`src/rtl/cmp_req_sequencer.sv`:
```
`default_nettype none
// +-----------------------------------------------------------------------------+
// | Module  : cmp_req_sequencer                                                 |
// | Desc    : Sequences compare requests through the compare unit and returns   |
// |           one packed status byte per request. Optional macro: CMP_SWEEP_EN. |
// | Revision: 1.0                                                               |
// +-----------------------------------------------------------------------------+
module cmp_req_sequencer #(
   parameter int WIDTH_A       = 8,
   parameter int WIDTH_B       = 8,
   parameter int WIDTH_CMP_OUT = 8,
   parameter int OUT_WIDTH     = 8
) (
   input  logic                     CLK,
   input  logic                     RST,
   input  logic                     REQ_Valid,
   output logic                     REQ_Ready,
   input  logic [1:0]               REQ_FUN,
   input  logic [WIDTH_A-1:0]       REQ_A,
   input  logic [WIDTH_B-1:0]       REQ_B,
   output logic [1:0]               ALU_FUN,
   output logic [WIDTH_A-1:0]       A,
   output logic [WIDTH_B-1:0]       B,
   output logic                     CMP_Enable,
   input  logic [WIDTH_CMP_OUT-1:0] CMP_OUT,
   input  logic                     CMP_Flag,
   output logic [OUT_WIDTH-1:0]     RES_Data,
   output logic                     RES_Valid,
   input  logic                     RES_Ready
);

   localparam logic [WIDTH_CMP_OUT-1:0] C_CODE_EQ = WIDTH_CMP_OUT'(1);
   localparam logic [WIDTH_CMP_OUT-1:0] C_CODE_GT = WIDTH_CMP_OUT'(2);
   localparam logic [WIDTH_CMP_OUT-1:0] C_CODE_LT = WIDTH_CMP_OUT'(3);

   typedef enum logic [1:0] {
      S_IDLE    = 2'd0,
      S_ISSUE   = 2'd1,
      S_CAPTURE = 2'd2,
      S_SEND    = 2'd3
   } state_t;

   state_t                 r_state;
   state_t                 w_state_nx;
   logic                   r_rst_done;
   logic [1:0]             r_req_fun;
   logic [1:0]             r_alu_fun;
   logic [WIDTH_A-1:0]     r_a;
   logic [WIDTH_B-1:0]     r_b;
   logic                   r_cmp_enable;
   logic                   r_res_valid;
   logic [OUT_WIDTH-1:0]   r_res_data;
   logic                   r_eq, r_gt, r_lt, r_err;
   logic                   w_accept;
   logic                   w_sweep_start;
   logic                   w_sweep_more;
   logic                   w_hit_eq, w_hit_gt, w_hit_lt, w_code_err;
   logic                   w_eq_nx, w_gt_nx, w_lt_nx, w_err_nx;
   logic [OUT_WIDTH-1:0]   w_res_byte;

   assign REQ_Ready  = r_rst_done && (r_state == S_IDLE);
   assign w_accept   = REQ_Valid && REQ_Ready;
   assign ALU_FUN    = r_alu_fun;
   assign A          = r_a;
   assign B          = r_b;
   assign CMP_Enable = r_cmp_enable;
   assign RES_Valid  = r_res_valid;
   assign RES_Data   = r_res_data;

`ifdef CMP_SWEEP_EN
   // A sweep walks ALU_FUN through 01, 10, 11 and ORs the hits together.
   logic r_sweep;

   assign w_sweep_start = (REQ_FUN == 2'b00);
   assign w_sweep_more  = r_sweep && (r_alu_fun != 2'b11);

   always_ff @(posedge CLK or negedge RST) begin
      if (!RST) begin
         r_sweep <= 1'b0;
      end else if (w_accept) begin
         r_sweep <= w_sweep_start;
      end
   end
`else
   assign w_sweep_start = 1'b0;
   assign w_sweep_more  = 1'b0;
`endif

   always_comb begin
      w_state_nx = r_state;
      case (r_state)
         S_IDLE:    if (w_accept) w_state_nx = S_ISSUE;
         S_ISSUE:   w_state_nx = S_CAPTURE;
         S_CAPTURE: w_state_nx = w_sweep_more ? S_ISSUE : S_SEND;
         S_SEND:    if (RES_Ready) w_state_nx = S_IDLE;
         default:   w_state_nx = S_IDLE;
      endcase
   end

   // Only the code that matches the issued function counts as a hit.
   always_comb begin
      w_hit_eq   = (r_alu_fun == 2'b01) && (CMP_OUT == C_CODE_EQ);
      w_hit_gt   = (r_alu_fun == 2'b10) && (CMP_OUT == C_CODE_GT);
      w_hit_lt   = (r_alu_fun == 2'b11) && (CMP_OUT == C_CODE_LT);
      w_code_err = (CMP_OUT != '0) && !(w_hit_eq || w_hit_gt || w_hit_lt);
      w_eq_nx    = r_eq  || w_hit_eq;
      w_gt_nx    = r_gt  || w_hit_gt;
      w_lt_nx    = r_lt  || w_hit_lt;
      w_err_nx   = r_err || w_code_err;
      w_res_byte      = '0;
      w_res_byte[7:0] = {w_err_nx, r_req_fun, 2'b00, w_lt_nx, w_gt_nx, w_eq_nx};
   end

   always_ff @(posedge CLK or negedge RST) begin
      if (!RST) begin
         r_state      <= S_IDLE;
         r_rst_done   <= 1'b0;
         r_req_fun    <= 2'b00;
         r_alu_fun    <= 2'b00;
         r_a          <= '0;
         r_b          <= '0;
         r_cmp_enable <= 1'b0;
         r_res_valid  <= 1'b0;
         r_res_data   <= '0;
         r_eq         <= 1'b0;
         r_gt         <= 1'b0;
         r_lt         <= 1'b0;
         r_err        <= 1'b0;
      end else begin
         r_rst_done   <= 1'b1;
         r_state      <= w_state_nx;
         r_cmp_enable <= (w_state_nx == S_ISSUE);
         r_res_valid  <= (w_state_nx == S_SEND);
         case (r_state)
            S_IDLE: begin
               if (w_accept) begin
                  r_req_fun <= REQ_FUN;
                  r_alu_fun <= w_sweep_start ? 2'b01 : REQ_FUN;
                  r_a       <= REQ_A;
                  r_b       <= REQ_B;
                  r_eq      <= 1'b0;
                  r_gt      <= 1'b0;
                  r_lt      <= 1'b0;
                  r_err     <= 1'b0;
               end
            end
            S_ISSUE: begin
               if (!CMP_Flag) r_err <= 1'b1;
            end
            S_CAPTURE: begin
               r_eq  <= w_eq_nx;
               r_gt  <= w_gt_nx;
               r_lt  <= w_lt_nx;
               r_err <= w_err_nx;
               if (w_sweep_more) begin
                  r_alu_fun <= r_alu_fun + 2'b01;
               end else begin
                  r_res_data <= w_res_byte;
               end
            end
            default: begin
            end
         endcase
      end
   end

endmodule
`default_nettype wire

```
`config.mk`:
```
export PLATFORM = sky130hd
export DESIGN_NAME = cmp_req_sequencer
export DESIGN_NICKNAME = d
export VERILOG_FILES = /design/src/rtl/cmp_req_sequencer.sv
export SDC_FILE = /design/constraint.sdc
export NUM_CORES = 1
export LEC_CHECK = 0
export ABC_AREA = 1
export CORE_MARGIN = 5
export CORE_UTILIZATION = 40
export CTS_BUF_LIST = sky130_fd_sc_hd__clkbuf_4 sky130_fd_sc_hd__clkbuf_8
export DETAILED_ROUTE_END_ITERATION = 16
export PLACE_DENSITY_LB_ADDON = 0.08
export REMOVE_ABC_BUFFERS = 1
export SLEW_MARGIN = 20
export SYNTH_ARGS = -nofsm -noshare
export SYNTH_HDL_FRONTEND = slang
export SYNTH_SLANG_ARGS = --single-unit
export TNS_END_PERCENT = 50
```
`constraint.sdc`:
```
create_clock -name CLK -period 1.8 [get_ports CLK]
set_clock_uncertainty 0.1 [all_clocks]
set_input_delay 0.54 -clock CLK [delete_from_list [all_inputs] [get_ports CLK]]
set_output_delay 0.54 -clock CLK [all_outputs]
set_load 0.02 [all_outputs]
```
After elaboration in Yosys (flattened, before gate mapping)
Index checks and enable logic that the tools add are counted.

word-level totals
  output and inout bits = 29
  bits in registers = 33
  input bits = 31
  word-level logic and storage cells = 54

operators by class
  multiplexer cells = 9
  reduce and logical (&&, ||, !) cells = 20
  equality and inequality tests = 13

operators with widths
  operator                                                         number
  8-bit by 2-bit == test with 1-bit output, second input constant  2
  2-bit == test, second input constant                             5
  8-bit by 1-bit == test with 1-bit output, second input constant  1
  2-bit case mux with 4 select lines                               1
  8-bit nonzero test                                               1
  2-bit by 1-bit == test with 1-bit output, second input constant  3
  1-bit logical AND                                                6
  1-bit logical OR                                                 6
  1-bit case mux with 2 select lines                               3
  2-bit 2-to-1 mux                                                 2
  2-bit != test, second input constant                             2
  2-bit AND reduction                                              2
  1-bit case mux with 3 select lines                               1
  3-bit AND reduction                                              1
  3-bit nonzero test                                               1
  2-bit zero test                                                  1
  1-bit 2-to-1 mux                                                 2
  2-bit nonzero test                                               1
  1-bit zero test                                                  1

Depth between registers and ports, before layout
Gate-level depths: netlist of run 1.

  word-level depth = 8
  depth in mapped cells = 11
  gate-level depth less buffers = 11

Least setup slack after synthesis of run 1
No wires, ideal clock.

  kind = flip-flop to flip-flop
  from = reg r_state[0]
  to = reg r_alu_fun[0], in the netlist ALU_FUN[0]
  library setup time = 0.125 ns
  data required time = 1.575 ns
  clock period less this slack = 1.593 ns
  slack = 0.207 ns
  arrival time = 1.368 ns
  buffers on the path = 1
  cell stages (with the launch flop) = 8
  cells stage by stage = dfrtp_1 inv_1 ha_1 nand2_1 inv_2 nand2_4 buf_6 mux2_4

between the ends
  word-level cells in the longest chain between the ends = 4

ends and longest elaborated chain
  item                                  RTL line  source
  from (decl)                           43        state_t r_state;
  from (signal assigned)                131       r_state <= w_state_nx;
  2-bit zero test                       61        assign REQ_Ready = r_rst_done && (r_state == S_IDLE);
  1-bit logical AND                     61
  via REQ_Ready                         17        output logic REQ_Ready,
  1-bit logical AND                     62        assign w_accept = REQ_Valid && REQ_Ready;
  2-bit AND reduction (no source line)  --
  to (signal assigned)                  138       r_alu_fun <= w_sweep_start ? 2'b01 : REQ_FUN;
  to (signal assigned)                  156       r_alu_fun <= r_alu_fun + 2'b01;
  to (decl)                             47        logic [1:0] r_alu_fun;

The timed path passes the listed nets, and every way through them passes these cells.
A chain may end at the register's enable or synchronous reset.

Worst setup path after layout of run 1
  from = reg r_state[1]
  to = out REQ_Ready

between the ends
  word-level cells in the longest chain between the ends = 2

ends and longest elaborated chain
  item               RTL line
  2-bit zero test    61
  1-bit logical AND  61
  to (decl)          17

Every way passes these cells.

==> results of run 1 <==
per-layer routing:
metal / wire [um] / track usage (%)
met1: 1440 / 16.7
met2: 1670 / 24.1
met3: 295 / 6.73
met4: 34 / 6.47
met5: 0 / 0
critical path, stage by stage (launching register included):
cell     delay, ps
dfrtp_1        390
inv_2           80
ha_4           140
nand2_2         50
inv_2           60
buf_6          110
Yosys cell counts (all sizes together):
library cell / instances
conb: 2
dfrtp: 33
inv: 15
buf: 4
o211ai: 1
a21oi: 3
nand2: 33
or2: 1
nand3: 2
ha: 4
mux2: 17
nor2: 13
nor3: 1
o311ai: 1
o21ai: 10
logic make-up after synthesis:
group                    synth area share, %
flip-flops                              54.2
multiplexers                            16.8
adder cells (fa/ha/maj)                 3.29
other                                  0.493
AO/OA/AOI/OAI                           5.34
AND/OR/NAND/NOR                         13.7
buffers and inverters                   6.16
worst min path at each step:
| stage | startpoint | end | slack, ps | depth (start not counted) |
|---|---|---|---|---|
| global placement | RES_Data[7]$_DFFE_PN0P_ | RES_Data[7]$_DFFE_PN0P_ | 370 | 2 |
| CTS | RES_Data[5]$_DFFE_PN0P_ | RES_Data[5]$_DFFE_PN0P_ | 370 | 2 |
| finish | RES_Data[5]$_DFFE_PN0P_ | RES_Data[5]$_DFFE_PN0P_ | 370 | 2 |
| global route | RES_Data[0]$_DFFE_PN0P_ | RES_Data[0]$_DFFE_PN0P_ | 410 | 2 |
| detailed placement | RES_Data[5]$_DFFE_PN0P_ | RES_Data[5]$_DFFE_PN0P_ | 360 | 2 |
| floorplan | RST | ALU_FUN[0]$_DFFE_PN0P_ | 140 | 0 |
registers in the layout (all words and copies together) (netlist names):
signal / flops
A: 8
B: 8
RES_Data: 6
ALU_FUN: 2
r_state: 2
CMP_Enable: 1
RES_Valid: 1
r_eq: 1
r_err: 1
r_gt: 1
r_lt: 1
r_rst_done: 1
through the flow:
stage                     instances  setup TNS, ps  setup slack (ps)  hold WS (ps)
final                           264              0              48.7           366
after global routing            264          -55.2             -44.7           409
after CTS                       264              0              2.66           370
after detailed placement        256          -1480              -186           358
after global placement          256          -1090              -153           366
after floorplan                 137              0              56.2           144
power by group through the flow:
stage / Combinational (mW) / Clock, mW / Sequential (mW)
final: 1.87 / 0.528 / 1.19
after global routing: 2.02 / 0.593 / 1.23
after CTS: 1.85 / 0.550 / 1.19
after detailed placement: 2.01 / 0 / 1.20
after global placement: 1.96 / 0 / 1.19
after floorplan: 0.734 / 0 / 1.52
repair_timing:
action | 4_1_cts | 5_1_grt
pin swaps | 1 | 0
setup endpoints to repair | 27 | 6
endpoints found under the hold margin | 0 | 0
gates resized for setup | 35 | 6
layout make-up:
class,count,share of cell area [%]
Sequential cell,33,35.4
Inverter,15,2.42
Tap cell,48,2.58
Clock inverter,3,0.752
Multi-Input combinational cell,89,27.0
Timing Repair Buffer,71,28.8
Clock buffer,5,2.95
==> metrics.md, run 1 <==
| Metric | Value |
|---|---|
| VDD IR max | `just under 0.0008 V` |
| Post-Route WL | `3.44 mm` |
| Vias/cell | `4.51` |
| Dpl hpwl | `2.64 mm` |
| Status | `finished, final reports clean` |
| Initial antenna violation count | `0` |
| Avg WL per Cell | `13.0 um` |
| R2r worst-path depth | `8` |
| Deepest clock path buffer count | `2` |
| Post-CTS setup repair buffer count | `0` |
| CTS tree | `built` |
| PwrDens | `1540 mW/mm^2` |
| Post-route cell area | `~0.0023 mm^2` |
| DRT Pass-1 Iters | `4` |
| Final Util | `63.2%` |
| Skew-Pair Late Insertion Delay | `280 ps` |
| Core area | `0.00369 mm^2` |
| Worst Setup SP | `r_state[1]$_DFF_PN0_` |
| Sequential power share | `33.2%` |
| Top post-synthesis cells by area | `dfrtp_1, mux2_4, nand2_1` |
| Max_cap viols | `0` |
| Drt drc | `0` |
| Post-CTS Hold Buffers | `0` |
| GP Congestion | `0.836` |
| Die W | `71.7 um` |
| Cells after Synth | `140` |
| R2R Setup Slk | `160 ps` |
| Sw frac | `38.4%` |
| Synth unique cells | `21` |
| Clock Power Share | `14.7%` |
| Crit path DAT | `1110 ps` |
| Hold Path Class | `reg2reg` |
| Multi-input gate area | `629 um^2` |
| Port Buffer Count | `57` |
| #FFs+latches synth | `33` |
| H-tree levels | `2` |
| Reg area | `826 um^2` |
| Largest net degree at the start of global routing | `34` |
| Vias in the first global route | `1310` |
| Syn-to-layout area delta | `53.0%` |
| ANT nets after route | `0` |
| Cts bufs inserted | `5` |
| Final net count | `between 200 and 300` |
| Count of final hold-check violations | `0` |
| R2r startpoint | `r_state[0]$_DFF_PN0_` |
| F_max | `571 MHz` |
| Final Cycle Share | `between 90 and 100%` |
| Sequential fraction of the synthesis area | `54.2%` |
| Leak pwr | `1.22 nW` |
| Most area-hungry cell type in the Yosys netlist | `dfrtp_1` |
| Synth warn | `0` |
| Internal Pwr Total | `2.21 mW` |
| Layout cells sized above 1 | `24.5%` |
| Crit end category | `output port` |
| Net switching power figure | `around 1.4 mW` |
| CP Launch Type | `flip-flop` |
| Detailed Route Iter0 Violations | `24` |
| Reg-to-reg endpoint | `r_gt$_DFFE_PN0P_` |
| Row cnt | `22` |
| Post-place instance area | `0.00225 mm^2` |
| Synth top area share | `a little over half` |
| Fin. max-slew vios | `0` |
| CTS clk-pin slew, worst paths | `70 ps` |
| Root Buffer | `clkbuf_8` |
| First-pass GRT wire length | `5.93 mm` |
| Required @ worst endpoint | `1160 ps` |
| I/O pins | `60` |
| Crit Path Class | `reg2out` |
| GRT Residual Overflow | `0` |
| CP Max Fanout | `2` |
| # diodes | `0` |
| Die Y | `71.7 um` |
| Starting Density | `41.3%` |
| Clock tree sinks | `33` |
| GRT Resource Usage Total | `approximately 15%` |
| Final worst path period need | `1750 ps` |
| Most frequent cells in the layout | `dfrtp_1, nand2_1, clkdlybuf4s50_1` |
| Fill count | `326` |
| Critical Path End | `REQ_Ready` |
| Setup-failing EPs final | `0` |
| Vias | `1191` |
| RSZ-0062 raised after global routing | `true` |
| Mean post-synth cell area | `10.9 um^2` |
| Synthesized cell area | `0.00152 mm^2` |
| Leading cell type in the layout, fill and taps excluded | `dfrtp_1` |
| Tot Pwr | `3.58 mW` |
| Comb pwr share | `52.1%` |
| Die ar. | `0.00514 mm^2` |
Power figures use the tool's default switching activity.
==> run 2, diff against run 1 <==
--- a/config.mk
+++ b/config.mk
@@ -10,6 +10,7 @@
 export CORE_UTILIZATION = 40
 export CTS_BUF_LIST = sky130_fd_sc_hd__clkbuf_4 sky130_fd_sc_hd__clkbuf_8
 export DETAILED_ROUTE_END_ITERATION = 16
+export MAX_ROUTING_LAYER = met4
 export PLACE_DENSITY_LB_ADDON = 0.08
 export REMOVE_ABC_BUFFERS = 1
 export SLEW_MARGIN = 20
==> run 2 against run 1 <==
  * Worst setup slack lost 4.5 ps
  * Worst hold slack is essentially flat
  * Flip-flop and latch count is the same
  * Critical path type unchanged
  * Via count shrank 0.92%
  * Final cell count is the same
  * Fmax shrank 0.26%
  * Sequential power is essentially flat
==> metrics.md, run 2 (synthesized netlist as in run 1, its figures left out) <==
| Metric | Value |
|---|---|
| Status | `finished, final reports clean` |
| Drt drc | `0 (unchanged)` |
| Tot Pwr | `3.58 mW (about the same)` |
| GP Congestion | `0.849 (+1.6%)` |
| Setup TNS Final | `0 ps (unchanged)` |
| Port Buffer Count | `57 (unchanged)` |
| Starting Density | `41.3% (unchanged)` |
| CP bufs+invs | `3 (unchanged)` |
| PnR worst setup slack | `44.3 ps (-4.49 ps)` |
| F_max | `570 MHz (-0.26%)` |
| Die Y | `71.7 um (unchanged)` |
| H-tree levels | `2 (unchanged)` |
| Row cnt | `22 (unchanged)` |
| Leading cell type in the layout, fill and taps excluded | `dfrtp_1` |
| GRT Residual Overflow | `0 (unchanged)` |
| CP Max Fanout | `2 (unchanged)` |
| CTS clk-pin slew, worst paths | `70 ps (about the same)` |
| Pre-CTS setup slack | `-186 ps (unchanged)` |
| DRT Pass-1 Iters | `4 (unchanged)` |
| I/O pins | `60 (unchanged)` |
| VDD IR max | `0.000795 V (about the same)` |
| Cts bufs inserted | `5 (unchanged)` |
| Fin. max-slew vios | `0 (unchanged)` |
| Deepest clock path buffer count | `2 (unchanged)` |
| Count of final hold-check violations | `0 (unchanged)` |
| Crit Path Class | `reg2out` |
| Post-CTS Hold Buffers | `0 (unchanged)` |
| GRT Resource Usage Total | `15.2% (+0.41 points)` |
| Core area | `0.00369 mm^2 (unchanged)` |
| Layout cells sized above 1 | `24.5% (unchanged)` |
| Die ar. | `0.00514 mm^2 (unchanged)` |
| Crit end category | `output port` |
| CP top delay family | `flip-flops` |
| Setup-failing EPs final | `0 (unchanged)` |
| Slowest stage delay, CP | `400 ps (about the same)` |
| Largest net degree at the start of global routing | `34 (unchanged)` |
| RSZ-0062 raised after global routing | `true` |
| # diodes | `0 (unchanged)` |
| Vias/cell | `4.47 (-0.92%)` |
| Vias | `1180 (-0.92%)` |
| CP max stage cell | `dfrtp_1` |
| Hold Path Class | `reg2reg` |
| Root Buffer | `clkbuf_8` |
| PwrDens | `1540 mW/mm^2 (about the same)` |
| Avg WL per Cell | `13.0 um (-0.12%)` |
| Final net count | `250 (unchanged)` |
| Post-Route WL | `3.43 mm (-0.12%)` |
| Die W | `71.7 um (unchanged)` |
| Max_cap viols | `0 (unchanged)` |
| Crit-path most repeated cell | `inv_2` |
| Final worst path period need | `1760 ps (+4.49 ps)` |
| Leak pwr | `1.22 nW (unchanged)` |
| Post-CTS setup repair buffer count | `0 (unchanged)` |
| CP Cell Sequence | `inv_2, ha_4, nand2_2, inv_2, buf_6` |
| ANT nets after route | `0 (unchanged)` |
| Crit path DAT | `1120 ps (about the same)` |
| CP Launch Type | `flip-flop` |
| First-pass GRT wire length | `5.91 mm (-0.24%)` |
| Detailed Route Iter0 Violations | `24 (unchanged)` |
| CTS tree | `built` |
| Clock tree sinks | `33 (unchanged)` |
| Initial antenna violation count | `0 (unchanged)` |
| Most frequent cells in the layout | `dfrtp_1, nand2_1, clkdlybuf4s50_1` |
| Final Util | `63.2% (unchanged)` |
| Syn-to-layout area delta | `53.0% (unchanged)` |
| Dpl hpwl | `2.64 mm (unchanged)` |
| Skew-Pair Late Insertion Delay | `280 ps (about the same)` |
| Vias in the first global route | `1312 (+0.15%)` |
| Required @ worst endpoint | `1160 ps (about the same)` |
| Final Cycle Share | `97.5% (+0.25 points)` |
## run 2: cell counts in the layout (fill, tap and decap cells not counted)
Identical to the previous run, type by type.
## run 2: where the power goes
part	switching [mW]	internal [mW]	leakage, nW
clock network	0.262	0.266	0.0439
logic	0.956	0.907	0.767
registers	0.157	1.03	0.408
total	1.37	2.21	1.22
## run 2: final cells by class
type | count | area, um^2
flip-flops and latches | 33 | 826
clock buffers | 5 | 68.8
inverters | 15 | 56.3
fillers | 326 | 1360
repair buffers | 71 | 672
well taps | 48 | 60.1
clock inverters | 3 | 17.5
multi-input cells | 89 | 629
## run 2: per-layer routing
layer	GRT usage [%]	up-vias	routed length [um]	share of wire [%]
li1	-	592	-	-
met1	16.9	539	1460	43
met3	6.31	4	279	8.1
met4	6.47	0	27	0.79
met5	-	-	0	0
met2	24.1	45	1660	48
## run 2: per-stage QoR
step	std cells	hold slack [ps]	area (um^2)
2_1_floorplan	137	144	1490
4_1_cts	264	370	2310
6_report	264	366	2330
3_5_place_dp	256	358	2250
3_3_place_gp	256	366	2250
5_1_grt	264	409	2330
## run 2: repair_timing
item	CTS	global route
hold endpoints to repair	0	0
cloned	0	0
gates resized for setup	35	6
pin swaps	1	0
endpoints found under the setup margin	27	6
## run 2: worst register-to-register path: stages, from the launching register on
cell and delay, ps:
dfrtp_1 390, inv_2 80, buf_4 110, ha_2 240, inv_2 60, o21ai_0 240
inv_1 150, nand2_1 90, o21ai_1 60
## run 2: path summary, 6_finish.rpt
check,depth (start not counted),to,slack [ps],from
setup / recovery,5,REQ_Ready,40,r_state[1]$_DFF_PN0_
hold / removal,2,RES_Data[5]$_DFFE_PN0P_,370,RES_Data[5]$_DFFE_PN0P_
setup reg to reg,8,r_lt$_DFFE_PN0P_,160,r_state[0]$_DFF_PN0_
hold reg to reg,2,RES_Data[5]$_DFFE_PN0P_,370,RES_Data[5]$_DFFE_PN0P_
max in group asynchronous,2,RES_Data[7]$_DFFE_PN0P_,890,RST
min in group asynchronous,2,RES_Data[6]$_DFFE_PN0P_,530,RST
==> run 3, diff against run 2 <==
--- a/config.mk
+++ b/config.mk
@@ -9,11 +9,12 @@
 export CORE_MARGIN = 5
 export CORE_UTILIZATION = 40
 export CTS_BUF_LIST = sky130_fd_sc_hd__clkbuf_4 sky130_fd_sc_hd__clkbuf_8
+export CTS_CLUSTER_DIAMETER = 150
 export DETAILED_ROUTE_END_ITERATION = 16
 export MAX_ROUTING_LAYER = met4
 export PLACE_DENSITY_LB_ADDON = 0.08
 export REMOVE_ABC_BUFFERS = 1
-export SLEW_MARGIN = 20
+export SLEW_MARGIN = 10
 export SYNTH_ARGS = -nofsm -noshare
 export SYNTH_HDL_FRONTEND = slang
 export SYNTH_SLANG_ARGS = --single-unit
==> results of run 3 <==
Final layout, timing and power as in run 2 (identical DEF).
